--- src/rtl/interrupt_request_register_if.sv ---
// Request-side bus of the PIC IR front end: raw lines, trigger mode, mask,
// acknowledge-clear strobe and the latched/masked request outputs.
interface interrupt_request_register_if;
    logic [7:0] ir;
    logic       ltim;
    logic       init;
    logic [7:0] imr;
    logic       ack_clr;
    logic [7:0] ack_bit;
    logic [7:0] irr_raw;
    logic [7:0] irr;
    logic       any_req;

    modport master (
        output ir, ltim, init, imr, ack_clr, ack_bit,
        input  irr_raw, irr, any_req
    );

    modport slave (
        input  ir, ltim, init, imr, ack_clr, ack_bit,
        output irr_raw, irr, any_req
    );
endinterface

--- src/rtl/interrupt_request_register.sv ---
// PIC interrupt request register: synchronises IR0..IR7, applies edge/level
// trigger rules and holds requests until cleared. Optional IRR_GLITCH_FILTER_EN.
module interrupt_request_register #(
    parameter int SYNC_STAGES = 2
) (
    input  logic                          clk,
    input  logic                          reset,
    interrupt_request_register_if.slave   bus
);

`ifdef IRR_GLITCH_FILTER_EN
    // One extra stage so two consecutive synchronised samples are visible at once.
    localparam int CHAIN = SYNC_STAGES + 1;
`else
    localparam int CHAIN = SYNC_STAGES;
`endif

    logic [CHAIN-1:0][7:0] sync_r;
    logic [CHAIN-1:0]      fill_r;
    logic [7:0]            p_r;
    logic [7:0]            arm_r;
    logic [7:0]            irr_raw_r;

    logic       valid_s;
    logic [7:0] s_s;
    logic [7:0] set_s;
    logic [7:0] clr_s;
    logic [7:0] hold_s;
    logic [7:0] low_s;
    logic [7:0] p_nxt_s;
    logic [7:0] arm_nxt_s;
    logic [7:0] irr_raw_nxt_s;

    // Synchroniser chain plus a fill tracker; reset-value zeros are not real low samples.
    always_ff @(posedge clk or posedge reset) begin
        if (reset) begin
            sync_r <= '0;
            fill_r <= '0;
        end else begin
            sync_r <= {sync_r[CHAIN-2:0], bus.ir};
            fill_r <= {fill_r[CHAIN-2:0], 1'b1};
        end
    end

    assign valid_s = fill_r[CHAIN-1];

`ifdef IRR_GLITCH_FILTER_EN
    logic [7:0] filt_r;
    logic [7:0] samp_a_s;
    logic [7:0] samp_b_s;

    assign samp_a_s = sync_r[SYNC_STAGES-1];
    assign samp_b_s = sync_r[SYNC_STAGES];
    assign s_s      = (samp_a_s & samp_b_s) | (filt_r & (samp_a_s ^ samp_b_s));

    // Filter memory: keeps the last agreed value while the two samples disagree.
    always_ff @(posedge clk or posedge reset) begin
        if (reset) begin
            filt_r <= 8'h00;
        end else begin
            filt_r <= s_s;
        end
    end
`else
    assign s_s = sync_r[CHAIN-1];
`endif

    // Next-state for previous sample, arm flags and latched requests.
    always_comb begin
        set_s         = arm_r & ~p_r & s_s;
        clr_s         = 8'h00;
        hold_s        = 8'h00;
        low_s         = 8'h00;
        p_nxt_s       = p_r;
        arm_nxt_s     = arm_r;
        irr_raw_nxt_s = irr_raw_r;

        if (bus.ack_clr) begin
            clr_s = bus.ack_bit;
        end else begin
            clr_s = 8'h00;
        end

        if (bus.ltim) begin
            hold_s = s_s;
        end else begin
            hold_s = (irr_raw_r & s_s) | set_s;
        end

        if (valid_s) begin
            low_s = ~s_s;
        end else begin
            low_s = 8'h00;
        end

        if (bus.init) begin
            p_nxt_s       = 8'h00;
            arm_nxt_s     = 8'h00;
            irr_raw_nxt_s = 8'h00;
        end else begin
            p_nxt_s       = s_s;
            // An acked edge counts as consumed, so the arm flag drops with it.
            arm_nxt_s     = (arm_r & ~set_s & ~clr_s) | low_s;
            irr_raw_nxt_s = hold_s & ~clr_s;
        end
    end

    // Per-line state registers.
    always_ff @(posedge clk or posedge reset) begin
        if (reset) begin
            p_r       <= 8'h00;
            arm_r     <= 8'h00;
            irr_raw_r <= 8'h00;
        end else begin
            p_r       <= p_nxt_s;
            arm_r     <= arm_nxt_s;
            irr_raw_r <= irr_raw_nxt_s;
        end
    end

    assign bus.irr_raw = irr_raw_r;
    assign bus.irr     = irr_raw_r & ~bus.imr;
    assign bus.any_req = |(irr_raw_r & ~bus.imr);

endmodule

--- src/flat_wrapper.sv ---
// flat-port wrapper written by rule: the top's interface ports become plain ports
module interrupt_request_register_flat 
#(
    parameter int SYNC_STAGES = 2
)
  (clk, reset, bus_ir, bus_ltim, bus_init, bus_imr, bus_ack_clr, bus_ack_bit, bus_irr_raw, bus_irr, bus_any_req);
  interrupt_request_register_if bus_i ();
  input  logic clk;
  input  logic reset;
  input wire logic [$bits(bus_i.ir)-1:0] bus_ir;
  input wire logic [$bits(bus_i.ltim)-1:0] bus_ltim;
  input wire logic [$bits(bus_i.init)-1:0] bus_init;
  input wire logic [$bits(bus_i.imr)-1:0] bus_imr;
  input wire logic [$bits(bus_i.ack_clr)-1:0] bus_ack_clr;
  input wire logic [$bits(bus_i.ack_bit)-1:0] bus_ack_bit;
  output wire logic [$bits(bus_i.irr_raw)-1:0] bus_irr_raw;
  output wire logic [$bits(bus_i.irr)-1:0] bus_irr;
  output wire logic [$bits(bus_i.any_req)-1:0] bus_any_req;
  assign bus_i.ir = bus_ir;
  assign bus_i.ltim = bus_ltim;
  assign bus_i.init = bus_init;
  assign bus_i.imr = bus_imr;
  assign bus_i.ack_clr = bus_ack_clr;
  assign bus_i.ack_bit = bus_ack_bit;
  assign bus_irr_raw = bus_i.irr_raw;
  assign bus_irr = bus_i.irr;
  assign bus_any_req = bus_i.any_req;
  interrupt_request_register #(.SYNC_STAGES(SYNC_STAGES)) u_core (.clk(clk), .reset(reset), .bus(bus_i));
endmodule
--- config.mk ---
export PLATFORM = sky130hd
export DESIGN_NAME = interrupt_request_register_flat
export DESIGN_NICKNAME = d
export VERILOG_FILES = /design/src/rtl/interrupt_request_register_if.sv /design/src/rtl/interrupt_request_register.sv /design/src/flat_wrapper.sv
export SDC_FILE = /design/constraint.sdc
export NUM_CORES = 1
export LEC_CHECK = 0
export CAP_MARGIN = 10
export CORE_MARGIN = 3
export CORE_UTILIZATION = 46
export DETAILED_ROUTE_END_ITERATION = 6
export PLACE_DENSITY = 0.85
export SLEW_MARGIN = 30
export SYNTH_ARGS = -nofsm -noshare
export SYNTH_HDL_FRONTEND = slang
export SYNTH_SLANG_ARGS = --single-unit
--- constraint.sdc ---
create_clock -name clk -period 1.55 [get_ports clk]
set_clock_uncertainty 0.2 [all_clocks]
set_input_delay 0.31 -clock clk [delete_from_list [all_inputs] [get_ports clk]]
set_output_delay 0.31 -clock clk [all_outputs]
set_load 0.05 [all_outputs]
==> flow_summary.toml <==
[power_and_ir_drop]
leakage_uw = 0.00119
report.power.total_uw = 2180
ir_worst_vdd_mv = 0.740
power.density_nw_per_um2 = 829

[synth]
post_synth_main_area_contributors = "dfrtp_1 (68%), nor2b_1 (8.9%), o311a_1 (5.2%)"
number_of_instances_in_the_synthesized_netlist = 117
ys_warn_count = 0
postSynthNetCount = 146
post_synth_instance_area_um2 = 1550
postSynthRegisterBits = 42
postSynthAreaPerCell_um2 = 13.2
synth_top_area_frac = 0.680
synth_cell_type_count = 20
synth_top_area_cell = "dfrtp_1"
ys_seq_area_frac = 0.680

[cts]
cts_max_level = 2
cts_tree = "built"
clk_latency_ns = 0.35
clk_pin_slew_worst_paths_ns = 0.13
ctsHoldBuffers = 0
max-clock-path-buffers = 2
cts_sink_count = 42
cts_buffers = 5
clk_root_buffer_cell = "clkbuf_4"

[job]
cap_viol_max_count = 0

[sta]
finalHoldViolations = 0
min_period_over_period = 1.26
drv_slew = 0
final.min_clock_period_ns = 1.96
setup-violations-final = 13
layout_setup_ws_ns = -0.410
rsz0062_at_grt = "yes"
tightest_hold_margin_ns = 0.0917
fmaxAchievable_ghz = 0.510

[floorplan]
dieArea_um2 = 4090
width_of_the_die_um = 64.0
die_h_um = 64.0
pin_count = 46
row_count = 20
design.core.area_um2 = 3130
initial_core_util = 0.494

[outcome]
status = "complete, but fails checks"
failed_checks = "negative setup slack"

[placed_design]
preCtsSetupSlack_ns = -0.459
dp.final_hpwl_um = 2880
place_congestion = 0.807
io_buffers = 45

[worst_setup_path]
setup.worst_path.end_class = "output port"
cp_cell_sequence = "nor2b_4, nor4_4, nand2_2, buf_6"
rr_endpoint = "u_core.bus.irr_raw[7]"
path_max_fanout = 2
crit_arrival_ns = 1.45
crit_type = "flip-flop to output port"
reg2reg_setup_slack_ns = 0.22
worst_path_largest_cell_delay_ns = 0.43
critPathSlowestCell = "dfrtp_2"
critPathRequiredTime_ns = 1.04
worst_r2r_path_depth = 3
critical_path.startpoint_type = "flip-flop"
worstReg2RegStart = "u_core.bus.irr_raw[7]"

[global_routing]
grt_pass1_vias = 1386
first_pass_grt_wire_length_um = 6880
globalRouteOverflowTotal = 0
maximum_number_of_pins_on_one_net_before_global_route_repair = 43
grt_antenna_before_repair = 0
globalRouteTotalUtil = 0.224

[min_path]
min_path_type = "primary input to async pin"

[drt]
detailroute.via_count = 1255
viasPerCell = 5.23
dr.pass1.iters = 4
drt-initial-drc-count = 68
drt-total-wl_um = 4360
detail-route-antenna-nets = 0
wl_per_cell_um = 18.2
detail_route.drc_violations = 0

[cells_and_area]
layout_cells_sized_above_1 = 0.408
final_nets = 224
area_growth_syn_to_layout_pct = 70.0
final_util = 0.840
diodes = 0
==> where the power goes <==
group          leakage [uW]  switching, uW  internal [uW]
Clock             0.0000353            336            220
Sequential         0.000515           36.3           1150
Combinational      0.000637            206            228
Total               0.00119            578           1600
==> how the worst max path moves through the flow <==
stage / from / slack, ns / endpoint
detailed placement: bus_imr[0] / -0.46 / bus_any_req
floorplan: u_core.bus.irr_raw[0] / -0.20 / bus_any_req
global placement: bus_imr[0] / -0.44 / bus_any_req
finish: u_core.bus.irr_raw[3] / -0.41 / bus_any_req
CTS: u_core.bus.irr_raw[1] / -0.40 / bus_any_req
global route: u_core.bus.irr_raw[0] / -0.47 / bus_any_req
==> metrics by stage <==
stage	instances	TNS, ns	area [um^2]
final	240	-1.89	2630
after global routing	240	-2.52	2630
after CTS	237	-1.50	2590
after detailed placement	228	-2.85	2470
after global placement	228	-2.10	2470
after floorplan	117	-0.384	1630
==> layout make-up <==
class / count / area, um^2
inverters: 3 / 11.3
multi-input cells: 69 / 549
fillers: 146 / 500
well taps: 44 / 55.1
repair buffers: 74 / 891
clock buffers: 7 / 55.1
clock inverters: 1 / 5.00
flip-flops and latches: 42 / 1060
==> cell usage after synthesis, drive strengths merged <==
master / instances
nor2: 4
clkbuf: 1
inv: 3
buf: 2
nand2: 8
o311a: 8
nand3: 6
a32oi: 2
nand2b: 4
conb: 1
a22oi: 5
nor2b: 22
nor4: 2
o21ai: 1
a21oi: 6
dfrtp: 42
==> registers in the layout, indices dropped and copies added (netlist names) <==
name and count:
u_core.s_s 8, u_core.bus.irr_raw 8, u_core.arm_r 8, u_core.p_r 8
u_core.sync_r 8, u_core.fill_r 2
==> critical path: cells and delay by family, from the launching register on <==
kind / cells / cell delay (ns)
and+or+nand+nor: 3 / 0.51
DFF: 1 / 0.43
buffers and inverters: 1 / 0.16
==> layer usage <==
metal | part of all wire | global-route usage | vias to the layer above
met1 | 0.40 | 0.273 | 643
met5 | 0 | 0 | -
met3 | 0.048 | 0.0492 | 4
met2 | 0.54 | 0.400 | 42
li1 | - | - | 566
met4 | 0.0083 | 0.0593 | 0
==> timing repair <==
action,CTS,global route
gates resized for setup,21,9
pin swaps,2,0
setup buffers,5,9
setup endpoints to repair,16,17
gates cloned,0,0
==> cell families (layout without fill, tap and decap cells) <==
kind of cell	count (synthesis)	after routing	share of synthesized area
and+or+nand+nor	46	46	0.165
buffers and inverters	6	85	0.0243
DFF	42	42	0.680
other	1	1	0.00243
AOI/OAI and AO/OA	22	22	0.128
==> cell usage in the layout, fill, tap and decap left out, drive strengths merged <==
cell type       n
nand3           6
conb            1
a32oi           2
o311a           8
nand2           8
nor4            2
clkdlybuf4s50  22
nand2b          4
nor2b          22
inv             3
dfrtp          42
clkbuf          7
a21oi           6
buf            46
o21ai           1
nor2            4
dlygate4sd2     6
a22oi           5
clkinv          1
No activity file was read; power rests on OpenSTA's default activity.
